--- config.mk ---
export PLATFORM = sky130hd
export DESIGN_NAME = collider_sweep_engine
export DESIGN_NICKNAME = d
export VERILOG_FILES = /design/src/rtl/collider_sweep_engine.sv
export SDC_FILE = /design/constraint.sdc
export NUM_CORES = 2
export LEC_CHECK = 0
export CORE_MARGIN = 3
export CORE_UTILIZATION = 56
export CTS_CLUSTER_SIZE = 12
export DETAILED_ROUTE_END_ITERATION = 8
export PLACE_DENSITY = 0.78
export SYNTH_ARGS = -nofsm -noshare
export SYNTH_HDL_FRONTEND = slang
export SYNTH_SLANG_ARGS = --single-unit
--- constraint.sdc ---
create_clock -name clk -period 3.66 [get_ports clk]
set_input_delay 0.732 -clock clk [delete_from_list [all_inputs] [get_ports clk]]
set_output_delay 0.732 -clock clk [all_outputs]
set_load 0.03 [all_outputs]
--- src/rtl/collider_sweep_engine.sv ---
// Per-frame collision sweep over an object table: one slot per cycle, lowest-index attack hit / ground platform wins.
// Optional: define COLLIDER_DESTROY_ON_HIT_EN to kill the hit attack slot in the DONE cycle.
module collider_sweep_engine #(
  parameter int OBJ_COUNT = 20,
  parameter int POS_W     = 10,
  parameter int TIME_W    = 8,
  localparam int IDX_W    = $clog2(OBJ_COUNT)
) (
  input  logic                 clk,
  input  logic                 clk_reset_n,
  input  logic                 start,
  input  logic                 tick_centi,
  input  logic                 obj_wr_en,
  input  logic [IDX_W-1:0]     obj_wr_idx,
  input  logic                 obj_wr_type,
  input  logic [POS_W-1:0]     obj_wr_x1,
  input  logic [POS_W-1:0]     obj_wr_y1,
  input  logic [POS_W-1:0]     obj_wr_x2,
  input  logic [POS_W-1:0]     obj_wr_y2,
  input  logic [TIME_W-1:0]    obj_wr_life,
  input  logic                 obj_clr_en,
  input  logic [IDX_W-1:0]     obj_clr_idx,
  input  logic [POS_W-1:0]     player_x,
  input  logic [POS_W-1:0]     player_y,
  input  logic [POS_W-1:0]     player_w,
  input  logic [POS_W-1:0]     player_h,
  output logic                 busy,
  output logic                 done,
  output logic                 hit_attack,
  output logic [IDX_W-1:0]     hit_idx,
  output logic                 is_ground,
  output logic [POS_W-1:0]     ground_h,
  output logic [OBJ_COUNT-1:0] object_ready_state,
  output logic [IDX_W-1:0]     free_idx,
  output logic                 table_full
);

`ifdef COLLIDER_DESTROY_ON_HIT_EN
  localparam bit DESTROY_ON_HIT = 1'b1;
`else
  localparam bit DESTROY_ON_HIT = 1'b0;
`endif

  typedef enum logic [2:0] {S_IDLE, S_LATCH, S_SCAN, S_DRAIN, S_DONE} state_t;

  state_t                state_q, state_d;
  logic [IDX_W-1:0]      scan_idx_q, scan_idx_d;
  logic [OBJ_COUNT-1:0]  alive_q, alive_d;
  logic [OBJ_COUNT-1:0]  type_q, type_d;
  logic [POS_W-1:0]      x1_q [OBJ_COUNT];
  logic [POS_W-1:0]      x1_d [OBJ_COUNT];
  logic [POS_W-1:0]      y1_q [OBJ_COUNT];
  logic [POS_W-1:0]      y1_d [OBJ_COUNT];
  logic [POS_W-1:0]      x2_q [OBJ_COUNT];
  logic [POS_W-1:0]      x2_d [OBJ_COUNT];
  logic [POS_W-1:0]      y2_q [OBJ_COUNT];
  logic [POS_W-1:0]      y2_d [OBJ_COUNT];
  logic [TIME_W-1:0]     life_q [OBJ_COUNT];
  logic [TIME_W-1:0]     life_d [OBJ_COUNT];
  logic [POS_W-1:0]      px1_q, px1_d, py1_q, py1_d;
  logic [POS_W:0]        px2_q, px2_d, py2_q, py2_d;
  logic                  cmp_hit_q, cmp_hit_d, cmp_gnd_q, cmp_gnd_d;
  logic [IDX_W-1:0]      cmp_idx_q, cmp_idx_d;
  logic [POS_W-1:0]      cmp_y1_q, cmp_y1_d;
  logic                  acc_hit_q, acc_hit_d, acc_gnd_q, acc_gnd_d;
  logic [IDX_W-1:0]      acc_hit_idx_q, acc_hit_idx_d;
  logic [POS_W-1:0]      acc_gnd_h_q, acc_gnd_h_d;
  logic                  busy_q, busy_d, done_q, done_d;
  logic                  hit_attack_q, hit_attack_d, is_ground_q, is_ground_d;
  logic [IDX_W-1:0]      hit_idx_q, hit_idx_d;
  logic [POS_W-1:0]      ground_h_q, ground_h_d;

  logic                  destroy;
  logic                  cur_alive, cur_type, h_ovl, v_ovl, gnd_band;
  logic [POS_W-1:0]      cur_x1, cur_y1, cur_x2, cur_y2;
  logic [POS_W:0]        y1_plus2;

  assign destroy   = DESTROY_ON_HIT && (state_q == S_DONE) && hit_attack_q;
  assign cur_alive = alive_q[scan_idx_q];
  assign cur_type  = type_q[scan_idx_q];
  assign cur_x1    = x1_q[scan_idx_q];
  assign cur_y1    = y1_q[scan_idx_q];
  assign cur_x2    = x2_q[scan_idx_q];
  assign cur_y2    = y2_q[scan_idx_q];

  // Edges use strict compares so touching boxes never count; player far edges are one bit wider to avoid wrap.
  assign h_ovl    = ({1'b0, px1_q} < {1'b0, cur_x2}) && ({1'b0, cur_x1} < px2_q);
  assign v_ovl    = ({1'b0, py1_q} < {1'b0, cur_y2}) && ({1'b0, cur_y1} < py2_q);
  assign y1_plus2 = {1'b0, cur_y1} + (POS_W+1)'(2);
  assign gnd_band = ({1'b0, cur_y1} <= py2_q) && (py2_q <= y1_plus2);

  always_comb begin
    state_d       = state_q;
    scan_idx_d    = scan_idx_q;
    alive_d       = alive_q;
    type_d        = type_q;
    x1_d          = x1_q;
    y1_d          = y1_q;
    x2_d          = x2_q;
    y2_d          = y2_q;
    life_d        = life_q;
    px1_d         = px1_q;
    py1_d         = py1_q;
    px2_d         = px2_q;
    py2_d         = py2_q;
    acc_hit_d     = acc_hit_q;
    acc_hit_idx_d = acc_hit_idx_q;
    acc_gnd_d     = acc_gnd_q;
    acc_gnd_h_d   = acc_gnd_h_q;
    hit_attack_d  = hit_attack_q;
    hit_idx_d     = hit_idx_q;
    is_ground_d   = is_ground_q;
    ground_h_d    = ground_h_q;

    // Slot table: write beats clear/destroy, which beat lifetime expiry.
    for (int i = 0; i < OBJ_COUNT; i++) begin
      if (obj_wr_en && obj_wr_idx == IDX_W'(i)) begin
        alive_d[i] = 1'b1;
        type_d[i]  = obj_wr_type;
        x1_d[i]    = obj_wr_x1;
        y1_d[i]    = obj_wr_y1;
        x2_d[i]    = obj_wr_x2;
        y2_d[i]    = obj_wr_y2;
        life_d[i]  = obj_wr_life;
      end else if ((obj_clr_en && obj_clr_idx == IDX_W'(i)) || (destroy && hit_idx_q == IDX_W'(i))) begin
        alive_d[i] = 1'b0;
        life_d[i]  = '0;
      end else if (tick_centi && alive_q[i] && life_q[i] != '0) begin
        if (life_q[i] == TIME_W'(1)) begin
          alive_d[i] = 1'b0;
          life_d[i]  = '0;
        end else begin
          life_d[i] = life_q[i] - TIME_W'(1);
        end
      end
    end

    cmp_hit_d = (state_q == S_SCAN) && cur_alive && !cur_type && h_ovl && v_ovl;
    cmp_gnd_d = (state_q == S_SCAN) && cur_alive && cur_type && h_ovl && gnd_band;
    cmp_idx_d = scan_idx_q;
    cmp_y1_d  = cur_y1;

    // Retire the registered compare; the first hit seen is the lowest slot index.
    if (cmp_hit_q && !acc_hit_q) begin
      acc_hit_d     = 1'b1;
      acc_hit_idx_d = cmp_idx_q;
    end
    if (cmp_gnd_q && !acc_gnd_q) begin
      acc_gnd_d   = 1'b1;
      acc_gnd_h_d = cmp_y1_q;
    end

    case (state_q)
      S_IDLE: begin
        if (start) state_d = S_LATCH;
      end
      S_LATCH: begin
        px1_d         = player_x;
        py1_d         = player_y;
        px2_d         = {1'b0, player_x} + {1'b0, player_w};
        py2_d         = {1'b0, player_y} + {1'b0, player_h};
        acc_hit_d     = 1'b0;
        acc_hit_idx_d = '0;
        acc_gnd_d     = 1'b0;
        acc_gnd_h_d   = '0;
        scan_idx_d    = '0;
        state_d       = S_SCAN;
      end
      S_SCAN: begin
        if (scan_idx_q == IDX_W'(OBJ_COUNT - 1)) state_d = S_DRAIN;
        else scan_idx_d = scan_idx_q + IDX_W'(1);
      end
      S_DRAIN: begin
        hit_attack_d = acc_hit_d;
        hit_idx_d    = acc_hit_idx_d;
        is_ground_d  = acc_gnd_d;
        ground_h_d   = acc_gnd_h_d;
        state_d      = S_DONE;
      end
      S_DONE:  state_d = S_IDLE;
      default: state_d = S_IDLE;
    endcase

    busy_d = (state_d != S_IDLE);
    done_d = (state_d == S_DONE);
  end

  always_ff @(posedge clk or negedge clk_reset_n) begin
    if (!clk_reset_n) begin
      state_q       <= S_IDLE;
      scan_idx_q    <= '0;
      alive_q       <= '0;
      type_q        <= '0;
      for (int i = 0; i < OBJ_COUNT; i++) begin
        x1_q[i]   <= '0;
        y1_q[i]   <= '0;
        x2_q[i]   <= '0;
        y2_q[i]   <= '0;
        life_q[i] <= '0;
      end
      px1_q         <= '0;
      py1_q         <= '0;
      px2_q         <= '0;
      py2_q         <= '0;
      cmp_hit_q     <= 1'b0;
      cmp_gnd_q     <= 1'b0;
      cmp_idx_q     <= '0;
      cmp_y1_q      <= '0;
      acc_hit_q     <= 1'b0;
      acc_hit_idx_q <= '0;
      acc_gnd_q     <= 1'b0;
      acc_gnd_h_q   <= '0;
      busy_q        <= 1'b0;
      done_q        <= 1'b0;
      hit_attack_q  <= 1'b0;
      hit_idx_q     <= '0;
      is_ground_q   <= 1'b0;
      ground_h_q    <= '0;
    end else begin
      state_q       <= state_d;
      scan_idx_q    <= scan_idx_d;
      alive_q       <= alive_d;
      type_q        <= type_d;
      x1_q          <= x1_d;
      y1_q          <= y1_d;
      x2_q          <= x2_d;
      y2_q          <= y2_d;
      life_q        <= life_d;
      px1_q         <= px1_d;
      py1_q         <= py1_d;
      px2_q         <= px2_d;
      py2_q         <= py2_d;
      cmp_hit_q     <= cmp_hit_d;
      cmp_gnd_q     <= cmp_gnd_d;
      cmp_idx_q     <= cmp_idx_d;
      cmp_y1_q      <= cmp_y1_d;
      acc_hit_q     <= acc_hit_d;
      acc_hit_idx_q <= acc_hit_idx_d;
      acc_gnd_q     <= acc_gnd_d;
      acc_gnd_h_q   <= acc_gnd_h_d;
      busy_q        <= busy_d;
      done_q        <= done_d;
      hit_attack_q  <= hit_attack_d;
      hit_idx_q     <= hit_idx_d;
      is_ground_q   <= is_ground_d;
      ground_h_q    <= ground_h_d;
    end
  end

  always_comb begin
    free_idx = '0;
    for (int i = OBJ_COUNT - 1; i >= 0; i--) begin
      if (!alive_q[i]) free_idx = IDX_W'(i);
    end
  end

  assign table_full         = &alive_q;
  assign object_ready_state = alive_q;
  assign busy               = busy_q;
  assign done               = done_q;
  assign hit_attack         = hit_attack_q;
  assign hit_idx            = hit_idx_q;
  assign is_ground          = is_ground_q;
  assign ground_h           = ground_h_q;

endmodule

==> summary.md <==
| Metric | Value |
|---|---|
| Status | `complete, but fails checks` |
| Failing checks | `negative setup slack` |
| Placed Cells | `6613` |
| CP Cell Sequence | `buf_12, mux4_2, mux4_2, a22o_1, ha_4, a21o_1, a21o_1, a21oi_4, buf_6, o2111ai_1, or4b_4, a2111oi_4` |
| Worst hold slack | `471 ps` |
| Initial antenna violation count | `13` |
| Synth area leaders | `dfrtp_1 (51%), nand2_1 (12%), mux4_2 (8.6%), mux2_2 (6.0%), o21ai_0 (3.0%)` |
| EDFF count, synth | `0` |
| Critical Path End Type | `flip-flop` |
| Clock skew | `between 20 and 30 ps` |
| First-pass GRT wire length | `258000 µm` |
| Slew Limit Fails | `0` |
| Reg area | `between 20000 and 30000 µm²` |
| Top cell type's share of synthesized area | `0.509` |
| Reg clk slew, reported paths | `60 ps` |
| DRT Wirelength | `around 170000 µm` |
| Top FF cell, synth | `dfrtp_1` |
| Setup violators final | `2` |
| Fraction of layout cells with a size suffix above 1 | `0.177` |
| Worst vdd ir | `521 µV` |
| Gr usage total | `0.337` |
| Worst Path Max Fanout | `11` |
| Die area | `101000 µm²` |
| Clk sink count | `between 1k and 1.5k` |
| LEAKAGE | `0.0291 µW` |
| Largest net degree at the start of global routing | `approximately 140` |
| Clk_lat worst skew | `710 ps` |
| Top-count cell post-synth | `nand2_1` |
| Asr flop ratio synth | `1.00` |
| Initial DRC count | `approximately 5.4k` |
| Worst-margin pin slew | `roughly 1300 ps` |
| Post-DP HPWL | `roughly 100000 µm` |
| Die Y | `about 320 µm` |
| Setup CP Type | `flip-flop to flip-flop` |
| Clock Tree Buf Depth | `3` |
| Relative slew slack | `0.162` |
| #FFs+latches synth | `1103` |
| Die W | `317 µm` |
| Setup crit start kind | `flip-flop` |
| Unique masters post-synth | `72` |
| Post-Place Cell Area | `58000 µm²` |
| Placer Congestion | `between 0.9 and 1` |
| Initial core utilization | `0.568` |
| Synth Net Count | `about 5.6k` |
| CP max stage cell | `or4b_4` |
| CP required | `between 4000 and 5000 ps` |
| Total power per unit cell area | `728 nW/µm²` |
| Filler cells | `roughly 7.0k` |
| Number of buffers created by CTS | `approximately 110` |
| CTS tree | `done` |
| Synthesized instance count | `between 5k and 6k` |
| FMAX | `between 0.2 and 0.25 GHz` |
| Via count | `43.9k` |
| Vias per inst | `roughly 6.4` |
| Number of global-route vias before repair | `between 40k and 50k` |
| Synth cell count leaders | `nand2_1 (1778), dfrtp_1 (1103), o21ai_0 (323)` |
| Boundary Pins | `150` |
| Final worst path period share | `1.10` |
| Crit path DAT | `4620 ps` |
| Mapped cell area | `approximately 54000 µm²` |
| Max cap viols | `0` |
| Synth warn | `0` |
| Footprint of the multi-input gates | `around 25000 µm²` |
| Slowest cell delay on critical path | `around 600 ps` |
| DRC Markers | `0` |
| # rows | `around 110` |
| Class of the worst hold path | `flip-flop to flip-flop` |
| IO Port Bufs | `149` |
| Root Buffer | `clkbuf_16` |
| Drt wl/cell | `25.0 µm` |
| Post-DRT Antenna Nets | `0` |
| Leading area contributor after synthesis | `dfrtp_1` |
| CORE AREA | `about 95000 µm²` |
| Syn avg cell area | `10.1 µm²` |
| Finished Layout Cells | `6821` |
| Total gr overflow | `0` |
| Final instance area | `between 60000 and 70000 µm²` |
| Fin crit period | `~4000 ps` |
| H-tree levels | `3` |
| Unrepaired setup endpoints after global routing | `true` |
| Area grow syn2layout | `14.0%` |
| Sequential cell area fraction in the yosys report | `0.509` |
| NumNets Final | `between 5k and 6k` |
| DRT Pass-1 Iters | `8` |
| PnR worst setup slack | `-366 ps` |
| Final Hold Vio Count | `0` |
-- flip-flops by register name, indices dropped and copies added, names as in the netlist, 11 cells and up --
signal and count:
x2_q 200, y2_q 200, x1_q 200, life_q 160, object_ready_state 20, type_q 20
px2_q 11, y1_q 200, py2_q 11
-- per-layer routing --
layer	up-vias	global-route usage	share of wire
met5	-	0	0.000070
met4	2	0.179	0.061
met3	680	0.0817	0.11
met2	2823	0.527	0.46
met1	21800	0.439	0.37
li1	18600	-	-
-- area by class of cell --
type,count,share of cell area
Antenna cell,12,0.000486
Sequential cell,1103,0.447
Timing Repair Buffer,389,0.0634
Tap cell,1265,0.0256
Clock inverter,23,0.00359
Inverter,105,0.00638
Multi-Input combinational cell,3766,0.401
Clock buffer,158,0.0523
-- cells in the final DEF, fill, tap and decap left out, types with 13 or more instances in the layout --
cell type        count
a22oi_1             70
a211oi_1            30
nand2b_1            19
nor2b_1             14
a31o_2              19
mux2_2             290
clkdlybuf4s50_1    146
nor2_1             242
mux4_1              29
a41oi_1             13
nand2_1           1765
a21oi_1            158
clkbuf_16          116
buf_4              188
a21o_1              23
nand4_1             14
mux2i_1             43
nand3_1             47
nand2_2             13
clkinv_2            15
ha_1               106
a31oi_1             45
mux4_2             206
nor3b_1             23
nor4_1              21
clkbuf_8            19
o21ai_0            319
buf_12              45
dfrtp_1           1099
nor3_1              72
clkbuf_1            24
inv_1              105
-- power breakdown --
group	switching, µW	total, µW	internal [µW]
Clock	4750	11000	6270
Sequential	2500	17700	15200
Combinational	8590	16300	7670
-- path summary, 6_finish.rpt --
check	start	cells after the start	slack, ps	end
worst min register to register	y1_q[29]	2	470	y1_q[29]
worst max-delay path	cmp_idx_d[0]	12	-370	cmp_gnd_q
worst max register to register	cmp_idx_d[0]	12	-370	cmp_gnd_q
worst min-delay path	y1_q[29]	2	470	y1_q[29]
max in group asynchronous	clk_reset_n	4	1850	y2_q[86]
min in group asynchronous	clk_reset_n	2	540	y2_q[60]
-- kinds of logic after synthesis --
logic type	share of synthesized area
and+or+nand+nor	0.170
DFF	0.509
AOI/OAI and AO/OA	0.0857
muxes	0.168
buffers and inverters	0.0382
adders and majority gates	0.0261
xor gates and xnor gates	0.00275
-- timing repair --
| action | in CTS | in global routing |
|---|---|---|
| endpoints found under the hold margin | 23 | 0 |
| gates resized for setup | 13 | 22 |
| setup buffers | 3 | 10 |
| gates cloned | 0 | 1 |
| pin swaps | 1 | 2 |
| endpoints found under the setup margin | 4 | 3 |
| hold buffers | 1 | 0 |
-- worst max-delay path, delay by kind of cell (launching register included) --
kind	cells	cell delay [ps]
AOI/OAI and AO/OA	6	1180
buffers and inverters	2	310
and+or+nand+nor	1	600
DFF	1	520
muxes	2	1060
adders and majority gates	1	230
-- metrics by stage --
step / TNS (ps) / power (µW) / utilization / setup slack [ps]
after floorplan: -216 / 27900 / - / -159
after global placement: -710 / 32500 / 0.608 / -404
after detailed placement: -894 / 33200 / 0.608 / -496
after CTS: -520 / 44500 / 0.645 / -306
after global routing: -746 / 47200 / 0.647 / -438
final: -630 / 45000 / 0.647 / -366
Power figures use the tool's default switching activity.
